$ cat src/rtl/rf_trace_pkg.sv
// Shared types and constants for the register-file write trace buffer.
package rf_trace_pkg;

    localparam int NUM_REGS = 32;
    localparam logic [15:0] DROP_CNT_MAX = 16'hFFFF;
    localparam int TS_WIDTH_MAX = 32;

    // Timestamp field sized for the widest supported counter; narrower counters zero-extend.
    typedef struct packed {
        logic [4:0]              reg_idx;
        logic [31:0]             data;
        logic [TS_WIDTH_MAX-1:0] ts;
        logic                    lost;
    } trace_entry_t;

endpackage

$ cat src/rtl/rf_trace_fifo.sv
// First-word-fall-through FIFO with registered head, occupancy output and synchronous flush.
module rf_trace_fifo #(
    parameter int DEPTH = 16,
    parameter int WIDTH = 8
) (
    input  logic                     clock,
    input  logic                     reset_n,
    input  logic                     flush,
    input  logic                     push,
    input  logic                     pop,
    input  logic [WIDTH-1:0]         wdata,
    output logic [WIDTH-1:0]         rdata,
    output logic                     valid,
    output logic                     full,
    output logic [$clog2(DEPTH):0]   level
);

    localparam int AW = $clog2(DEPTH);
    localparam logic [AW:0] PTR_ONE = {{AW{1'b0}}, 1'b1};

    logic [WIDTH-1:0] mem [DEPTH];
    logic [AW:0]      wr_ptr, rd_ptr, wr_ptr_nxt, rd_ptr_nxt, level_nxt;
    logic             do_push, do_pop;

    assign level   = wr_ptr - rd_ptr;
    assign full    = (level == {1'b1, {AW{1'b0}}});
    assign do_pop  = pop & valid;
    assign do_push = push & (~full | do_pop);

    always_comb begin
        wr_ptr_nxt = wr_ptr;
        rd_ptr_nxt = rd_ptr;
        if (flush) begin
            wr_ptr_nxt = '0;
            rd_ptr_nxt = '0;
        end else begin
            if (do_push) wr_ptr_nxt = wr_ptr + PTR_ONE;
            if (do_pop)  rd_ptr_nxt = rd_ptr + PTR_ONE;
        end
    end

    assign level_nxt = wr_ptr_nxt - rd_ptr_nxt;

    always_ff @(posedge clock) begin
        if (do_push && !flush) mem[wr_ptr[AW-1:0]] <= wdata;
    end

    // Head register looks ahead to the post-edge read pointer; bypass when that slot is being written now.
    always_ff @(posedge clock or negedge reset_n) begin
        if (!reset_n) begin
            wr_ptr <= '0;
            rd_ptr <= '0;
            valid  <= 1'b0;
            rdata  <= '0;
        end else begin
            wr_ptr <= wr_ptr_nxt;
            rd_ptr <= rd_ptr_nxt;
            valid  <= (level_nxt != '0);
            if (level_nxt == '0)
                rdata <= '0;
            else if (do_push && !flush && (rd_ptr_nxt[AW-1:0] == wr_ptr[AW-1:0]))
                rdata <= wdata;
            else
                rdata <= mem[rd_ptr_nxt[AW-1:0]];
        end
    end

endmodule

$ cat src/rtl/rf_write_trace.sv
// Timestamped trace of architectural register-file writes, with drop accounting
// and a shadow copy of the register file behind a registered read port.
module rf_write_trace
    import rf_trace_pkg::*;
#(
    parameter int DEPTH    = 16,
    parameter int TS_WIDTH = 16,
    parameter bit DROP_R0  = 1'b1
) (
    input  logic                     clock,
    input  logic                     reset_n,
    input  logic                     rf_we,
    input  logic [4:0]               rf_waddr,
    input  logic [31:0]              rf_wdata,
    input  logic                     enable,
    input  logic                     clear,
    output logic                     trace_valid,
    input  logic                     trace_ready,
    output logic [4:0]               trace_reg,
    output logic [31:0]              trace_data,
    output logic [TS_WIDTH-1:0]      trace_ts,
    output logic                     trace_lost,
    output logic                     overflow,
    output logic [15:0]              dropped_count,
    output logic [$clog2(DEPTH):0]   fifo_level,
    input  logic [4:0]               shadow_addr,
    output logic [31:0]              shadow_data
);

    localparam int ENTRY_W = 5 + 32 + TS_WIDTH + 1;

    logic [TS_WIDTH-1:0] ts_cnt;
    logic                pending_lost;
    logic                eligible, capture, drop, fifo_full;
    logic [ENTRY_W-1:0]  push_entry, head_entry;
    logic [31:0]         shadow [NUM_REGS];

    assign eligible   = rf_we && ((rf_waddr != 5'd0) || !DROP_R0);
    assign capture    = eligible && enable && !clear;
    assign drop       = capture && fifo_full && !(trace_valid && trace_ready);
    assign push_entry = {rf_waddr, rf_wdata, ts_cnt, pending_lost};
    assign {trace_reg, trace_data, trace_ts, trace_lost} = head_entry;

    rf_trace_fifo #(
        .DEPTH (DEPTH),
        .WIDTH (ENTRY_W)
    ) u_fifo (
        .clock   (clock),
        .reset_n (reset_n),
        .flush   (clear),
        .push    (capture),
        .pop     (trace_ready),
        .wdata   (push_entry),
        .rdata   (head_entry),
        .valid   (trace_valid),
        .full    (fifo_full),
        .level   (fifo_level)
    );

    // The timestamp free-runs through clear so traces stay comparable across flushes.
    always_ff @(posedge clock or negedge reset_n) begin
        if (!reset_n) begin
            ts_cnt        <= '0;
            pending_lost  <= 1'b0;
            overflow      <= 1'b0;
            dropped_count <= '0;
        end else begin
            ts_cnt <= ts_cnt + TS_WIDTH'(1);
            if (clear) begin
                pending_lost  <= 1'b0;
                overflow      <= 1'b0;
                dropped_count <= '0;
            end else if (drop) begin
                pending_lost <= 1'b1;
                overflow     <= 1'b1;
                if (dropped_count != DROP_CNT_MAX) dropped_count <= dropped_count + 16'd1;
            end else if (capture) begin
                pending_lost <= 1'b0;
            end
        end
    end

    always_ff @(posedge clock or negedge reset_n) begin
        if (!reset_n) begin
            for (int i = 0; i < NUM_REGS; i++) shadow[i] <= '0;
            shadow_data <= '0;
        end else begin
            if (eligible) shadow[rf_waddr] <= rf_wdata;
            if (eligible && (rf_waddr == shadow_addr))
                shadow_data <= rf_wdata;
            else
                shadow_data <= shadow[shadow_addr];
        end
    end

endmodule
$ cat config.mk
export PLATFORM = sky130hd
export DESIGN_NAME = rf_write_trace
export DESIGN_NICKNAME = d
export VERILOG_FILES = /design/src/rtl/rf_trace_pkg.sv /design/src/rtl/rf_trace_fifo.sv /design/src/rtl/rf_write_trace.sv
export SDC_FILE = /design/constraint.sdc
export NUM_CORES = 2
export LEC_CHECK = 0
export CORE_MARGIN = 3
export CORE_UTILIZATION = 50
export CTS_CLUSTER_DIAMETER = 60
export DETAILED_ROUTE_END_ITERATION = 12
export PLACE_DENSITY_LB_ADDON = 0.12
export SLEW_MARGIN = 20
export SYNTH_ARGS = -nofsm -noshare
export SYNTH_HDL_FRONTEND = slang
export SYNTH_HIERARCHICAL = 1
export SYNTH_SLANG_ARGS = --single-unit
$ cat constraint.sdc
create_clock -name clock -period 10.9 [get_ports clock]
set_clock_uncertainty 0.1 [all_clocks]
set_input_delay 1.635 -clock clock [delete_from_list [all_inputs] [get_ports clock]]
set_output_delay 1.635 -clock clock [all_outputs]
set_load 0.01 [all_outputs]
# After elaboration in Yosys (flattened, before gate mapping)
# Memories as Yosys holds them, arrays and structs flattened.
# Index checks and enable logic that the tools add are counted.
# Widths: inputs -> output; s select.
dict set report totals {
  ramBits 864
  mem_bits_ro 0
  reg_bits 1155
  memories 1
  latch_bits 0
  output_inout_bits 109
  word_cells 103
}
# memory depth word_bits rd rd_clocked_by_memory_dff wr line_no
set mem_list {}
lappend mem_list {u_fifo.mem 16 54 1 0 1 rf_trace_fifo.sv:21} ;# logic [WIDTH-1:0] mem [DEPTH];
dict set report classes {
  n_shift 0
  mul 0
  n_eq_ne 4
  reduce_logical 19
  n_addsub 6
  mux 23
  bitwise 6
  n_div 0
  n_lt_le_gt_ge 3
}
# operator n
set ops {}
lappend ops {{$bwmux 1024} 1}
lappend ops {{$bmux 32 s5} 1}
lappend ops {{$demux 32 s5} 1}
lappend ops {{$mux 32} 4}
lappend ops {{$mux 54} 2}
lappend ops {{$mux 16} 3}
lappend ops {{$add 16x1->16 const B} 2}
lappend ops {{$mux 5} 4}
lappend ops {{$ne 16x16->1 const B} 1}
lappend ops {{$ge 6x6->1 const B} 2}
lappend ops {{$not 5->6} 2}
lappend ops {{$add 5x1->5 const B} 2}
lappend ops {{$logic_and 1x1->1} 10}
lappend ops {{$reduce_bool 5->1} 2}
lappend ops {{$sub 5x5->5} 2}
lappend ops {{$mux 1} 7}
lappend ops {{$lt 6x1->1 const B} 1}
lappend ops {{$eq 5x5->1} 1}
lappend ops {{$eq 5x5->1 const B} 1}
lappend ops {{$logic_not 5->1} 1}
lappend ops {{$eq 4x4->1} 1}
lappend ops {{$reduce_bool 2->1} 2}
lappend ops {{$reduce_bool 3->1} 1}
lappend ops {{$and 1x1->1} 2}
lappend ops {{other kinds (4)} 5}

# Logic depth before layout (Yosys ltp)
dict set report logic_depth {
  depth_word 10
  ltp_mapped 21
  ltp_nobuf 18
}

# Modules after synthesis
# Netlist, hierarchy kept.
# mod cells_per_inst area_per_inst_um2 seq_area_each_um2 n_inst
set by_module_without_submodules {}
lappend by_module_without_submodules {rf_write_trace 3085 48308.8 27276.2 1}
lappend by_module_without_submodules {rf_trace_fifo 1709 35785.6 27571.4 1}

# Worst setup path before layout
# Ideal clock, no wire load.
dict set report synth_path {
  kind {input to register}
  start {in rf_waddr[1]}
  end {mem u_fifo/mem[0][0] (netlist name) (enable)}
  setup_ps 532
  setup_slack_ps 3184
  path_stages 9
  required_time_ps 10268
  path_buffers 3
  arrival_time_ps 7083
  cell_sequence {clkbuf_1 or2_2 o211ai_1 nor2_1 o311a_1 clkbuf_1 clkbuf_1 nand2_1 nor3_1}
}
dict set report synth_between {
  elab_chain_len 8
}
# element line_no
set synth_rtl {}
lappend synth_rtl {{start, declared} rf_write_trace.sv:13} ;# input logic [4:0] rf_waddr,
lappend synth_rtl {{$reduce_bool 5->1} rf_write_trace.sv:38} ;# assign eligible = rf_we && ((rf_waddr != 5'd0) || !DROP_R0);
lappend synth_rtl {{$logic_and 1x1->1} rf_write_trace.sv:38}
lappend synth_rtl {{$logic_and 1x1->1 (2 in series)} rf_write_trace.sv:39} ;# assign capture = eligible && enable && !clear;
lappend synth_rtl {{named net capture} rf_write_trace.sv:34} ;# logic eligible, capture, drop, fifo_full;
lappend synth_rtl {{$and 1x1->1} rf_trace_fifo.sv:28} ;# assign do_push = push & (~full | do_pop);
lappend synth_rtl {{$logic_and 1x1->1} rf_trace_fifo.sv:45} ;# if (do_push && !flush) mem[wr_ptr[AW-1:0]] <= wdata;
lappend synth_rtl {{$mux 1} rf_trace_fifo.sv:45}
lappend synth_rtl {{$mux 1 (not written as such)} rf_trace_fifo.sv:45}
lappend synth_rtl {{end, declared} rf_trace_fifo.sv:21}
# The timed path passes the listed nets, and every way through them passes these cells.

# Final worst setup path
dict set report layout_path {
  start {in rf_waddr[2]}
  end {mem u_fifo/mem[7][21] (netlist name) (enable)}
}
# Same word-level chain as after synthesis.

==> run summary <==
switching share of power - 0.243
Psw - 0.00454 W
CTS Buffer Depth - 3
hold_buf cts - 0
Worst-path clk slew - 60 ps
achievable frequency - 151 MHz
Tightest Pin Transition - 1110 ps
Area contributors post-synth - dfrtp_1 (34%), edfxtp_1 (31%), mux2_2 (13%)
Reg power frac - 0.491
Async SR Flop Fraction - 0.572
Post-CTS Setup Inserts - 0
first-pass GRT wire length - 316,000 um
Initial Util - 0.506
RSZ-0062 raised after global routing - no
worst hold path class - register to register
Synth-to-Final Area Change - 12.1%
Max-slew headroom - 0.259
top_reg_cell synth - dfrtp_1
Tot GR Track Use - 0.245
list of most frequent post-synthesis cells - dfrtp_1 (1,155), mux2_2 (980), edfxtp_1 (864)
post-synthesis sequential area ratio - 0.652
Max Cap Violations - 0
Final setup viols - 0
Syn Nets - 4,858
Syn Inst Count - 4,794
crit path launch type - input port
FF+latch count, synth - 2,019
Clock Latency Late Sink - 830 ps
number of DRC markers in iteration 0 - 3,432
clock sinks - 2,019
H-tree levels - 4
Crit path arrival time - 6970 ps
CTS tree - built
post-DP HPWL - 109,000 um
TNS Setup - 0 ps
Crit Path Class - input port to register
Synth cell types - 64
nets - 4,907
initial antenna violation count - 9
outcome - finished, final reports clean
DR vias/cell - 6.16
Tot Pwr - 0.0187 W
routed wire length per instance - 29.1 um
post-synth top area cell - dfrtp_1
# rows - 149
Syn Area/Cell - 17.5 um2
post-CTS resize count - 0
Synth top area share - 0.344
I/O pins - 157
Post-synth EDFFs - 864
clock share of power - 0.372
vias in the first global route - 46.8k
RePlAce Congestion - 0.746
static leakage power - 36.5 nW
die width - 416 um
CORE AREA - 166,000 um2
CTS root buffer - clkbuf_16
DR vias - 44.5k
# DRC - 0
layout cells sized above 1 - 0.393
antenna viol nets, final - 0
period utilisation layout - 0.609
GR Overflow Total - 0
CP required - 11,240 ps
number of port buffers - 156
CTS Buf Count - 210
die span in y - 416 um
Fin. Hold Viols - 0
cell with the most instances after synthesis - dfrtp_1
Int Pwr - 0.0141 W
fin. max-slew vios - 0
drt first pass iters - 7
pwr dens - 198 nW/um2
Ys Warns - 6
largest net degree at the start of global routing - 186
worst vdd ir - 0.000170 V
Max FO, Critical Path - 37
die area - 173,000 um2
fin crit period - 6630 ps
drt total wl - 210,000 um
synthesized cell area - 84,100 um2
Crit. End Element - register
Logic pwr share - 0.138
-- flip-flops by register name (all words and copies together) (netlist names) --
signal	flops
shadow	1024
u_fifo/mem	864
u_fifo/rdata	54
shadow_data	32
dropped_count	16
ts_cnt	16
u_fifo/rd_ptr	5
u_fifo/wr_ptr	5
overflow	1
pending_lost	1
u_fifo/valid	1
-- layer usage --
layer / vias up / track usage / wire (um)
met5: - / 0 / 0
met4: 0 / 0.0635 / 4880
met3: 325 / 0.0311 / 8670
met2: 1072 / 0.419 / 106000
met1: 24300 / 0.337 / 90300
li1: 18800 / - / -
-- layout make-up --
| cell class | instances | area [um2] |
|---|---|---|
| clock inverter | 68 | 505 |
| inverter | 19 | 78.8 |
| fill | 12800 | 71900 |
| timing repair buffer | 271 | 2440 |
| multi-input combinational | 2322 | 27400 |
| tap | 2189 | 2740 |
| antenna | 7 | 17.5 |
| clock buffer | 326 | 6210 |
| sequential | 2019 | 54800 |
-- cells in the final DEF (no fill, tap or decap), types with 73 or more instances in the layout --
| master | Yosys | routed |
|---|---|---|
| nand2_1 | 130 | 114 |
| a22oi_1 | 108 | 108 |
| dfrtp_1 | 1155 | 1155 |
| mux2_2 | 980 | 980 |
| buf_4 | 7 | 107 |
| edfxtp_1 | 864 | 864 |
| clkbuf_16 | 0 | 212 |
| mux4_2 | 470 | 470 |
| o22ai_1 | 125 | 125 |
| nand3_1 | 75 | 73 |
| clkdlybuf4s50_1 | 0 | 130 |
-- stage by stage --
| stage | instances | utilization | cell area [um2] | hold WS, ps | setup slack (ps) |
|---|---|---|---|---|---|
| after floorplan | 4794 | - | 84100 | 325 | 3180 |
| after global placement | 6819 | 0.527 | 87500 | 260 | 3530 |
| after detailed placement | 6819 | 0.527 | 87500 | 263 | 3430 |
| after CTS | 7213 | 0.567 | 94200 | 276 | 4330 |
| after global routing | 7215 | 0.567 | 94200 | 280 | 4050 |
| final | 7221 | 0.567 | 94200 | 270 | 4270 |
-- path summary, 6_finish.rpt --
kind                                      to  slack, ps  cells past startpoint             start
max                        u_fifo/mem[7][21]       4270                      9       rf_waddr[2]
min                             shadow[1001]        270                      0      shadow[1001]
max reg2reg                u_fifo/mem[7][21]       5100                     12  u_fifo/wr_ptr[0]
min reg2reg                     shadow[1001]        270                      0      shadow[1001]
max in group asynchronous    u_fifo/rdata[0]       7490                      3           reset_n
min in group asynchronous        shadow[989]        850                      1           reset_n
-- logic make-up after synthesis --
logic type	Yosys count	share of synthesized area
compound gates	415	0.0328
simple gates	377	0.0222
flops	2019	0.652
fa+ha+maj	16	0.00247
xor+xnor	44	0.00458
mux	1470	0.260
buf+inv	453	0.0261
-- power by group through the flow --
stage	Combinational [W]	Clock (W)	Sequential (W)
after floorplan	0.00177	0	0.00919
after global placement	0.00255	0	0.00928
final	0.00257	0.00694	0.00917
after global routing	0.00277	0.00740	0.00925
after detailed placement	0.00260	0	0.00931
after CTS	0.00260	0.00710	0.00916
-- critical path, cell delays in order --
cell and delay [ps]:
clkdlybuf4s50_1 1040, or3_1 270, o211ai_1 220, nor2_1 440, o311a_2 1020, buf_4 510, nand2_1 300, nor2_4 750
buf_4 680
No activity file was read; power rests on OpenSTA's default activity.
